==> src/rtl/athos_xif_offload_master_if.sv <==
// Signal bundle between the XIF offload master and its partners (command source,
// ATHOS coprocessor, response sink). Names keep the master's port naming.
interface athos_xif_offload_master_if #(
    parameter int ID_W = 4
) ();
    // Command channel
    logic            cmd_valid_i;
    logic            cmd_ready_o;
    logic [31:0]     cmd_instr_i;
    logic [31:0]     cmd_rs1_i;
    logic [31:0]     cmd_rs2_i;
    // Issue channel
    logic            issue_valid_o;
    logic            issue_ready_i;
    logic [31:0]     issue_instr_o;
    logic [31:0]     issue_rs0_o;
    logic [31:0]     issue_rs1_o;
    logic [1:0]      issue_rs_valid_o;
    logic [ID_W-1:0] issue_id_o;
    logic            issue_accept_i;
    logic            issue_writeback_i;
    logic            issue_dualwrite_i;
    // Commit channel
    logic            commit_valid_o;
    logic [ID_W-1:0] commit_id_o;
    logic            commit_kill_o;
    // Result channel
    logic            result_valid_i;
    logic            result_ready_o;
    logic [ID_W-1:0] result_id_i;
    logic [4:0]      result_rd_i;
    logic [31:0]     result_data_i;
    // Response channel
    logic            rsp_valid_o;
    logic            rsp_ready_i;
    logic [63:0]     rsp_data_o;
    logic [4:0]      rsp_rd_o;
    logic [1:0]      rsp_status_o;

    modport master (
        input  cmd_valid_i, cmd_instr_i, cmd_rs1_i, cmd_rs2_i,
        output cmd_ready_o,
        output issue_valid_o, issue_instr_o, issue_rs0_o, issue_rs1_o, issue_rs_valid_o, issue_id_o,
        input  issue_ready_i, issue_accept_i, issue_writeback_i, issue_dualwrite_i,
        output commit_valid_o, commit_id_o, commit_kill_o,
        input  result_valid_i, result_id_i, result_rd_i, result_data_i,
        output result_ready_o,
        output rsp_valid_o, rsp_data_o, rsp_rd_o, rsp_status_o,
        input  rsp_ready_i
    );

    modport slave (
        output cmd_valid_i, cmd_instr_i, cmd_rs1_i, cmd_rs2_i,
        input  cmd_ready_o,
        input  issue_valid_o, issue_instr_o, issue_rs0_o, issue_rs1_o, issue_rs_valid_o, issue_id_o,
        output issue_ready_i, issue_accept_i, issue_writeback_i, issue_dualwrite_i,
        input  commit_valid_o, commit_id_o, commit_kill_o,
        output result_valid_i, result_id_i, result_rd_i, result_data_i,
        input  result_ready_o,
        input  rsp_valid_o, rsp_data_o, rsp_rd_o, rsp_status_o,
        output rsp_ready_i
    );
endinterface

==> src/rtl/athos_xif_offload_master.sv <==
// CPU-side XIF initiator: takes one command, runs issue/commit/result against ATHOS
// and returns a single response. One instruction in flight at a time.
module athos_xif_offload_master #(
    parameter int ID_W        = 4,
    parameter int TIMEOUT_CYC = 256
) (
    input logic                        clk_i,
    input logic                        rst_ni,
    athos_xif_offload_master_if.master xif
);
    typedef enum logic [2:0] {
        S_IDLE,
        S_ISSUE,
        S_COMMIT,
        S_WAIT_RES,
        S_RESP
    } state_e;

    typedef enum logic [1:0] {
        ST_OK       = 2'd0,
        ST_REJECTED = 2'd1,
        ST_TIMEOUT  = 2'd2,
        ST_NO_WB    = 2'd3
    } status_e;

    localparam int              CNT_W    = (TIMEOUT_CYC > 1) ? $clog2(TIMEOUT_CYC) : 1;
    localparam logic [CNT_W-1:0] TMO_LAST = CNT_W'((TIMEOUT_CYC > 0) ? TIMEOUT_CYC - 1 : 0);
    localparam bit              TMO_EN   = (TIMEOUT_CYC > 0);

    state_e          state_q, state_d;
    status_e         status_q, status_d;
    logic [CNT_W-1:0] tmo_cnt_q;
    logic [ID_W-1:0] id_q;
    logic [31:0]     instr_q, rs1_q, rs2_q;
    logic [31:0]     data0_q, data1_q;
    logic [4:0]      rd_q;
    logic            dual_q, wb_q, beat_cnt_q;
    logic            capture, issue_hs, beat, last_beat, tmo_hit;

    // ATHOS always returns result id 0, so the returned id is deliberately not checked.
    logic unused_result_id;
    assign unused_result_id = ^xif.result_id_i;

    assign tmo_hit   = TMO_EN && (tmo_cnt_q == TMO_LAST);
    assign last_beat = !dual_q || beat_cnt_q;

    // NOTE: every always_comb output gets a default before the case so no path leaves it unassigned (no latch).
    always_comb begin
        state_d  = state_q;
        status_d = status_q;
        capture  = 1'b0;
        issue_hs = 1'b0;
        beat     = 1'b0;
        case (state_q)
            S_IDLE: begin
                if (xif.cmd_valid_i) begin
                    capture = 1'b1;
                    state_d = S_ISSUE;
                end
            end
            S_ISSUE: begin
                if (xif.issue_ready_i) begin
                    issue_hs = 1'b1;
                    if (!xif.issue_accept_i) begin
                        status_d = ST_REJECTED;
                        state_d  = S_RESP;
                    end else begin
                        status_d = xif.issue_writeback_i ? ST_OK : ST_NO_WB;
                        state_d  = S_COMMIT;
                    end
                end else if (tmo_hit) begin
                    status_d = ST_TIMEOUT;
                    state_d  = S_RESP;
                end
            end
            S_COMMIT: begin
                state_d = wb_q ? S_WAIT_RES : S_RESP;
            end
            S_WAIT_RES: begin
                if (xif.result_valid_i) begin
                    beat = 1'b1;
                    if (last_beat) state_d = S_RESP;
                end else if (tmo_hit) begin
                    status_d = ST_TIMEOUT;
                    state_d  = S_RESP;
                end
            end
            S_RESP: begin
                if (xif.rsp_ready_i) state_d = S_IDLE;
            end
            default: state_d = S_IDLE;
        endcase
    end

    // NOTE: sequential state uses non-blocking assignments so every register samples pre-edge values.
    always_ff @(posedge clk_i or negedge rst_ni) begin
        if (!rst_ni) begin
            state_q   <= S_IDLE;
            status_q  <= ST_OK;
            tmo_cnt_q <= '0;
            id_q      <= '0;
        end else begin
            state_q  <= state_d;
            status_q <= status_d;
            // A received beat counts as progress and restarts the wait window.
            if (state_d != state_q || beat) begin
                tmo_cnt_q <= '0;
            end else if (state_q == S_ISSUE || state_q == S_WAIT_RES) begin
                tmo_cnt_q <= tmo_cnt_q + CNT_W'(1);
            end
            if (state_q == S_COMMIT) id_q <= id_q + ID_W'(1);
        end
    end

    // NOTE: payload registers are reset too, because they drive outputs that must read 0 out of reset.
    always_ff @(posedge clk_i or negedge rst_ni) begin
        if (!rst_ni) begin
            instr_q    <= '0;
            rs1_q      <= '0;
            rs2_q      <= '0;
            data0_q    <= '0;
            data1_q    <= '0;
            rd_q       <= '0;
            dual_q     <= 1'b0;
            wb_q       <= 1'b0;
            beat_cnt_q <= 1'b0;
        end else begin
            if (capture) begin
                instr_q    <= xif.cmd_instr_i;
                rs1_q      <= xif.cmd_rs1_i;
                rs2_q      <= xif.cmd_rs2_i;
                data0_q    <= '0;
                data1_q    <= '0;
                rd_q       <= '0;
                beat_cnt_q <= 1'b0;
            end
            if (issue_hs) begin
                dual_q <= xif.issue_dualwrite_i;
                wb_q   <= xif.issue_writeback_i;
            end
            if (beat) begin
                if (!beat_cnt_q) begin
                    data0_q <= xif.result_data_i;
                    rd_q    <= xif.result_rd_i;
                end else begin
                    data1_q <= xif.result_data_i;
                end
                beat_cnt_q <= 1'b1;
            end
        end
    end

    assign xif.cmd_ready_o      = (state_q == S_IDLE);
    assign xif.issue_valid_o    = (state_q == S_ISSUE);
    assign xif.issue_instr_o    = instr_q;
    assign xif.issue_rs0_o      = rs1_q;
    assign xif.issue_rs1_o      = rs2_q;
    assign xif.issue_rs_valid_o = {2{state_q == S_ISSUE}};
    assign xif.issue_id_o       = id_q;
    assign xif.commit_valid_o   = (state_q == S_COMMIT);
    assign xif.commit_id_o      = id_q;
    // A timed-out issue never handshook, so no commit transaction exists to carry a kill.
    assign xif.commit_kill_o    = 1'b0;
    assign xif.result_ready_o   = (state_q == S_WAIT_RES);
    assign xif.rsp_valid_o      = (state_q == S_RESP);
    assign xif.rsp_data_o       = {data1_q, data0_q};
    assign xif.rsp_rd_o         = rd_q;
    assign xif.rsp_status_o     = status_q;
endmodule

==> src/flat_wrapper.sv <==
// flat-port wrapper written by rule: the top's interface ports become plain ports
module athos_xif_offload_master_flat 
#(
    parameter int ID_W        = 4,
    parameter int TIMEOUT_CYC = 256
)
  (clk_i, rst_ni, xif_cmd_valid_i, xif_cmd_instr_i, xif_cmd_rs1_i, xif_cmd_rs2_i, xif_cmd_ready_o, xif_issue_valid_o, xif_issue_instr_o, xif_issue_rs0_o, xif_issue_rs1_o, xif_issue_rs_valid_o, xif_issue_id_o, xif_issue_ready_i, xif_issue_accept_i, xif_issue_writeback_i, xif_issue_dualwrite_i, xif_commit_valid_o, xif_commit_id_o, xif_commit_kill_o, xif_result_valid_i, xif_result_id_i, xif_result_rd_i, xif_result_data_i, xif_result_ready_o, xif_rsp_valid_o, xif_rsp_data_o, xif_rsp_rd_o, xif_rsp_status_o, xif_rsp_ready_i);
  athos_xif_offload_master_if #(.ID_W(ID_W)) xif_i ();
  input logic clk_i;
  input logic rst_ni;
  input wire logic [$bits(xif_i.cmd_valid_i)-1:0] xif_cmd_valid_i;
  input wire logic [$bits(xif_i.cmd_instr_i)-1:0] xif_cmd_instr_i;
  input wire logic [$bits(xif_i.cmd_rs1_i)-1:0] xif_cmd_rs1_i;
  input wire logic [$bits(xif_i.cmd_rs2_i)-1:0] xif_cmd_rs2_i;
  output wire logic [$bits(xif_i.cmd_ready_o)-1:0] xif_cmd_ready_o;
  output wire logic [$bits(xif_i.issue_valid_o)-1:0] xif_issue_valid_o;
  output wire logic [$bits(xif_i.issue_instr_o)-1:0] xif_issue_instr_o;
  output wire logic [$bits(xif_i.issue_rs0_o)-1:0] xif_issue_rs0_o;
  output wire logic [$bits(xif_i.issue_rs1_o)-1:0] xif_issue_rs1_o;
  output wire logic [$bits(xif_i.issue_rs_valid_o)-1:0] xif_issue_rs_valid_o;
  output wire logic [$bits(xif_i.issue_id_o)-1:0] xif_issue_id_o;
  input wire logic [$bits(xif_i.issue_ready_i)-1:0] xif_issue_ready_i;
  input wire logic [$bits(xif_i.issue_accept_i)-1:0] xif_issue_accept_i;
  input wire logic [$bits(xif_i.issue_writeback_i)-1:0] xif_issue_writeback_i;
  input wire logic [$bits(xif_i.issue_dualwrite_i)-1:0] xif_issue_dualwrite_i;
  output wire logic [$bits(xif_i.commit_valid_o)-1:0] xif_commit_valid_o;
  output wire logic [$bits(xif_i.commit_id_o)-1:0] xif_commit_id_o;
  output wire logic [$bits(xif_i.commit_kill_o)-1:0] xif_commit_kill_o;
  input wire logic [$bits(xif_i.result_valid_i)-1:0] xif_result_valid_i;
  input wire logic [$bits(xif_i.result_id_i)-1:0] xif_result_id_i;
  input wire logic [$bits(xif_i.result_rd_i)-1:0] xif_result_rd_i;
  input wire logic [$bits(xif_i.result_data_i)-1:0] xif_result_data_i;
  output wire logic [$bits(xif_i.result_ready_o)-1:0] xif_result_ready_o;
  output wire logic [$bits(xif_i.rsp_valid_o)-1:0] xif_rsp_valid_o;
  output wire logic [$bits(xif_i.rsp_data_o)-1:0] xif_rsp_data_o;
  output wire logic [$bits(xif_i.rsp_rd_o)-1:0] xif_rsp_rd_o;
  output wire logic [$bits(xif_i.rsp_status_o)-1:0] xif_rsp_status_o;
  input wire logic [$bits(xif_i.rsp_ready_i)-1:0] xif_rsp_ready_i;
  assign xif_i.cmd_valid_i = xif_cmd_valid_i;
  assign xif_i.cmd_instr_i = xif_cmd_instr_i;
  assign xif_i.cmd_rs1_i = xif_cmd_rs1_i;
  assign xif_i.cmd_rs2_i = xif_cmd_rs2_i;
  assign xif_cmd_ready_o = xif_i.cmd_ready_o;
  assign xif_issue_valid_o = xif_i.issue_valid_o;
  assign xif_issue_instr_o = xif_i.issue_instr_o;
  assign xif_issue_rs0_o = xif_i.issue_rs0_o;
  assign xif_issue_rs1_o = xif_i.issue_rs1_o;
  assign xif_issue_rs_valid_o = xif_i.issue_rs_valid_o;
  assign xif_issue_id_o = xif_i.issue_id_o;
  assign xif_i.issue_ready_i = xif_issue_ready_i;
  assign xif_i.issue_accept_i = xif_issue_accept_i;
  assign xif_i.issue_writeback_i = xif_issue_writeback_i;
  assign xif_i.issue_dualwrite_i = xif_issue_dualwrite_i;
  assign xif_commit_valid_o = xif_i.commit_valid_o;
  assign xif_commit_id_o = xif_i.commit_id_o;
  assign xif_commit_kill_o = xif_i.commit_kill_o;
  assign xif_i.result_valid_i = xif_result_valid_i;
  assign xif_i.result_id_i = xif_result_id_i;
  assign xif_i.result_rd_i = xif_result_rd_i;
  assign xif_i.result_data_i = xif_result_data_i;
  assign xif_result_ready_o = xif_i.result_ready_o;
  assign xif_rsp_valid_o = xif_i.rsp_valid_o;
  assign xif_rsp_data_o = xif_i.rsp_data_o;
  assign xif_rsp_rd_o = xif_i.rsp_rd_o;
  assign xif_rsp_status_o = xif_i.rsp_status_o;
  assign xif_i.rsp_ready_i = xif_rsp_ready_i;
  athos_xif_offload_master #(.ID_W(ID_W), .TIMEOUT_CYC(TIMEOUT_CYC)) u_core (.clk_i(clk_i), .rst_ni(rst_ni), .xif(xif_i));
endmodule
==> config.mk <==
export PLATFORM = sky130hd
export DESIGN_NAME = athos_xif_offload_master_flat
export DESIGN_NICKNAME = d
export VERILOG_FILES = /design/src/rtl/athos_xif_offload_master_if.sv /design/src/rtl/athos_xif_offload_master.sv /design/src/flat_wrapper.sv
export SDC_FILE = /design/constraint.sdc
export NUM_CORES = 1
export LEC_CHECK = 0
export CAP_MARGIN = 30
export CORE_ASPECT_RATIO = 2
export CORE_MARGIN = 2
export CORE_UTILIZATION = 46
export DETAILED_ROUTE_END_ITERATION = 12
export HOLD_SLACK_MARGIN = 0.12
export PLACE_DENSITY_LB_ADDON = 0.25
export SLEW_MARGIN = 25
export SYNTH_ARGS = -nofsm -noshare
export SYNTH_HDL_FRONTEND = slang
export SYNTH_SLANG_ARGS = --single-unit
==> constraint.sdc <==
create_clock -name clk_i -period 5.7 [get_ports clk_i]
set_input_delay 1.14 -clock clk_i [delete_from_list [all_inputs] [get_ports clk_i]]
set_output_delay 1.14 -clock clk_i [all_outputs]
set_load 0.03 [all_outputs]
# Word-level counts from Yosys, hierarchy flattened
# Index checks and enable logic that the tools add are counted.
# word_totals
reg_bits,185
in_bits,146
# classes
n_addsub,2
eq_ne,7
n_mux,34
reduce_logical,9
# ops
cell,count
2-to-1 mux 32 bit,6
2-to-1 mux 3 bit,8
2-to-1 mux 8 bit,2
2-to-1 mux 5 bit,3
case mux 3 bit (5 select lines),1
2-to-1 mux 2 bit,5
"adder 8 x 1 -> 8 bit, second input constant",1
"equality test 8 bit, second input constant",1
2-to-1 mux 1 bit,8
"equality test 3 x 2 -> 1 bit, second input constant",2
nonzero test 2 bit,3
"adder 4 x 1 -> 4 bit, second input constant",1
case mux 2 bit (2 select lines),1
"equality test 3 x 1 -> 1 bit, second input constant",1
"equality test 3 bit, second input constant",1
logical NOT 3 bit,1
logical OR 1 bit,3
inequality test 3 bit,1
"inequality test 2 bit, second input constant",1
AND reduction 2 bit,1
logical NOT 1 bit,1

# Logic depth before layout (Yosys ltp)
# logic_depth
ltp_word,8
depth_mapped,7
ltp_nobuf,6

# Worst setup path after synthesis
# OpenSTA, ideal clock, no wires.
# synth_timing
kind,register to output
startpoint,register u_core.state_q[1]
endpoint,output port xif_commit_valid_o
arrival_time_ns,1.510
required_time_ns,4.560
path_slack_ns,3.050
stages_incl_launch_ff,4
cell_sequence,dfrtp_1 > buf_6 > inv_1 > nor3_1
# synth_between
elab_chain_cells,1
# synth_rtl
element,line,text
"start, declared",athos_xif_offload_master.sv:30,"state_e state_q, state_d;"
"start signal, assigned",athos_xif_offload_master.sv:103,state_q <= state_d;
equality test 3 x 2 -> 1 bit,athos_xif_offload_master.sv:160,assign xif.commit_valid_o = (state_q == S_COMMIT);
"end, declared",flat_wrapper.sv:26,output wire logic [$bits(xif_i.commit_valid_o)-1:0] xif_commit_valid_o;
# No other way between the ends.

# Final worst setup path
# Ends and elaborated chain as after synthesis.

==> results.yml <==
worst_hold_path:
  worstHoldPathType: "register to register"
  hold_path_depth: 1
timing:
  finalCritPeriodShare_pct: 64.4
  final_hold_viol_count: 0
  setup_viol: 0
  hold_ws_ns: 0.494
  fmax_ghz: 0.272
  tns_ns: 0
  skew_ns: 0.00871
  period_needed_ns: 3.67
  finalMaxSlewViolations: 0
  tightestPinTransition_ns: 0.774
  slew_headroom_pct: 48.3
  rsz0062_at_grt: "false"
yosys:
  yosys_warnings: 0
  syn_nets: 776
  synth_cell_types: 49
  synthCells: 628
  ys_ff_latch: 185
  netlist_area_um2: 7490
  synth_area_per_cell_um2: 11.9
  synth-seq-area-share_pct: 61.8
drt:
  drtPass1Iterations: 4
  postRouteAntennaNets: 0
  viasPerCell: 5.02
  vias: 5780
  drtIter0Drc: 211
  drc: 0
  avgRoutedWirePerCell_um: 17.0
  drt_wl_total_mm: 19.6
status:
  status: "finished clean"
place:
  dp_hpwl_mm: 14.1
  gp_congestion: 0.870
  port_buffers: 323
  dpl_cell_area_um2: 10800
setup_path:
  cp_max_fo: 14
  crit_chain: "inv_1, nor3_1, clkdlybuf4s50_1"
  crit-reg2reg-launch: "u_core.state_q[0]$_DFF_PN0_"
  endpoint: "xif_commit_valid_o"
  crit_path_end_kind: "output pin"
  cp_slowest_stage_delay_ns: 0.79
  crit_type: "register to output pin"
  critPathLaunchType: "register"
  critPathLaunch: "u_core.state_q[1]$_DFF_PN0_"
  crit_path_top_delay_cell: "clkdlybuf4s50_1"
  cp.required_ns: 4.56
  worstRegToRegCells: 5
  regToRegSetupSlack_ns: 3.09
  arrival_ns: 2.53
  r2r-end: "u_core.xif.issue_instr_o[10]$_DFFE_PN0P_"
pwr:
  peakVddDrop_v: 0.000354
  leakagePower_uw: 0.00477
  power_density_nw_per_um2: 556
  p_total_uw: 6390
clocking:
  cts.htree.levels: 4
  ctsResizeCount: 0
  cts_tree: "built"
  cts_root_buffer: "clkbuf_16"
  cts.sinks: 185
  ctsHoldBuffers: 0
  path_clk_slew_ns: 0.07
  cts_max_path_buffers: 2
  clk_latency_ns: 0.43
  numCtsBuffers: 17
  postCtsSetupBuffers: 0
die:
  rows: 66
  start_util_pct: 46.5
  die_area_um2: 17400
  core_area_um2: 16100
  die_h_um: 184
  die_w_um: 94.2
  io_pins: 329
global_route:
  grt_overflow_total: 0
  grt_pass1_wl_mm: 30.6
  grt_start_max_net_pins: 103
  grt_pass1_vias: 6084
  grtUsageTotal_pct: 22.7
  antenna_found_initial: 0
job:
  max-cap-violations: 0
final_layout:
  ff_latch_area_um2: 4630
  drive_gt1_share_pct: 15.7
  nNetsFinal: 1082
  finalInstanceArea_um2: 11500
  diodes: 0
  areaGrowthSynthToFinish_pct: 53.4
  finish.utilization_pct: 71.3
  multi_input_area_um2: 2630
  nFillCells: 1170
[metal layers]
layer | vias up | part of all wire (%) | track usage [%]
met5 | - | 0 | 0
met4 | 0 | 1.6 | 6.55
met3 | 30 | 11 | 9.36
met2 | 262 | 50 | 38.7
met1 | 2766 | 38 | 25.9
li1 | 2722 | - | -
[worst max-delay path, delay by kind of cell, from the launching register on]
family	cells	cell delay, ns
and+or+nand+nor	1	0.55
DFF	1	0.62
buffers and inverters	2	0.93
[flip-flops by register name, summed over array words and instances (netlist names), 2 cells and up]
| signal | flops |
|---|---|
| u_core.xif.issue_rs1_o | 32 |
| u_core.state_q | 3 |
| u_core.xif.rsp_rd_o | 5 |
| u_core.tmo_cnt_q | 8 |
| u_core.xif.issue_instr_o | 32 |
| u_core.data1_q | 32 |
| u_core.xif.rsp_status_o | 2 |
| u_core.xif.issue_rs0_o | 32 |
| u_core.data0_q | 32 |
| u_core.xif.commit_id_o | 4 |
[cells in the mapped netlist, drive strengths merged]
master | n | area [µm²]
o31ai | 1 | 7.51
o21a | 1 | 7.51
o22ai | 1 | 12.5
a32oi | 1 | 8.76
nand4 | 5 | 31.3
ha | 2 | 25.0
o21ai | 71 | 355
or3b | 2 | 17.5
buf | 27 | 169
mux2 | 99 | 1110
nand2b | 1 | 6.26
o311ai | 1 | 8.76
xnor2 | 3 | 26.3
nor3b | 1 | 7.51
nand3 | 3 | 15.0
nor2b | 2 | 12.5
a2111oi | 1 | 27.5
and3 | 3 | 25.0
or2 | 3 | 18.8
clkbuf | 17 | 63.8
conb | 1 | 3.75
o221ai | 1 | 8.76
nand2 | 154 | 581
a32o | 1 | 10.0
dfrtp | 185 | 4630
inv | 3 | 11.3
nand3b | 1 | 7.51
o2bb2ai | 1 | 8.76
nand4b | 1 | 8.76
mux2i | 2 | 20.0
and2 | 1 | 6.26
a21oi | 3 | 18.8
nand4bb | 1 | 27.5
a221o | 1 | 10.0
nor3 | 2 | 15.0
nor2 | 15 | 56.3
o2111ai | 1 | 26.3
or2b | 1 | 7.51
or3 | 1 | 7.51
xor2 | 7 | 61.3
[cells in the final DEF (no fill, tap or decap), types with 2 or more instances in the layout]
| cell type | n |
|---|---|
| or2_2 | 3 |
| nand2_1 | 152 |
| nand3_1 | 3 |
| nor2_1 | 14 |
| or3b_1 | 2 |
| ha_1 | 2 |
| mux2i_1 | 2 |
| clkdlybuf4s50_1 | 322 |
| clkbuf_8 | 2 |
| and3_2 | 2 |
| buf_12 | 3 |
| inv_6 | 8 |
| dfrtp_1 | 185 |
| nor2b_1 | 2 |
| a21oi_1 | 2 |
| xnor2_1 | 3 |
| mux2_1 | 7 |
| xor2_1 | 7 |
| nand4_1 | 5 |
| mux2_2 | 92 |
| inv_1 | 3 |
| clkbuf_16 | 17 |
| o21ai_0 | 71 |
| bufinv_16 | 2 |
| buf_4 | 4 |
[final cells by class]
type,instances,share of cell area (%)
clock buffers,19,3.94
clock inverters,13,1.34
inverters,3,0.0981
multi-input cells,396,22.9
flip-flops and latches,185,40.3
well taps,204,2.22
repair buffers,331,29.2
[kinds of logic after synthesis]
group / count (synthesis) / share of synthesized area [%]
AO/OA/AOI/OAI: 85 / 6.82
other: 1 / 0.0501
AND/OR/NAND/NOR: 197 / 11.4
multiplexers: 101 / 15.2
buffers and inverters: 47 / 3.26
XOR/XNOR: 10 / 1.17
flip-flops: 185 / 61.8
adder cells (fa/ha/maj): 2 / 0.334
[worst min-delay path by stage]
| stage | endpoint | slack, ns | startpoint |
|---|---|---|---|
| final | u_core.xif.issue_rs0_o[16]$_DFFE_PN0P_ | 0.49 | u_core.xif.issue_rs0_o[16]$_DFFE_PN0P_ |
| after global routing | u_core.xif.issue_rs0_o[16]$_DFFE_PN0P_ | 0.51 | u_core.xif.issue_rs0_o[16]$_DFFE_PN0P_ |
| after floorplan | u_core.dual_q$_DFFE_PN0P_ | 0.49 | u_core.dual_q$_DFFE_PN0P_ |
| after detailed placement | u_core.xif.issue_rs0_o[16]$_DFFE_PN0P_ | 0.48 | u_core.xif.issue_rs0_o[16]$_DFFE_PN0P_ |
| after global placement | u_core.xif.issue_rs0_o[15]$_DFFE_PN0P_ | 0.47 | u_core.xif.issue_rs0_o[15]$_DFFE_PN0P_ |
| after CTS | u_core.xif.issue_rs0_o[16]$_DFFE_PN0P_ | 0.50 | u_core.xif.issue_rs0_o[16]$_DFFE_PN0P_ |
[report_power, final]
group          switching [µW]  internal [µW]  total (µW)
Clock                     530            684        1210
Sequential                287           1790        2070
Combinational            1690           1410        3100
[through the flow]
step | worst slack (ns) | instances
after floorplan | 3.05 | 628
after global placement | 2.26 | 1116
after detailed placement | 2.27 | 1118
after CTS | 2.01 | 1150
after global routing | 1.83 | 1151
final | 2.03 | 1151
No activity file was read; power rests on OpenSTA's default activity.
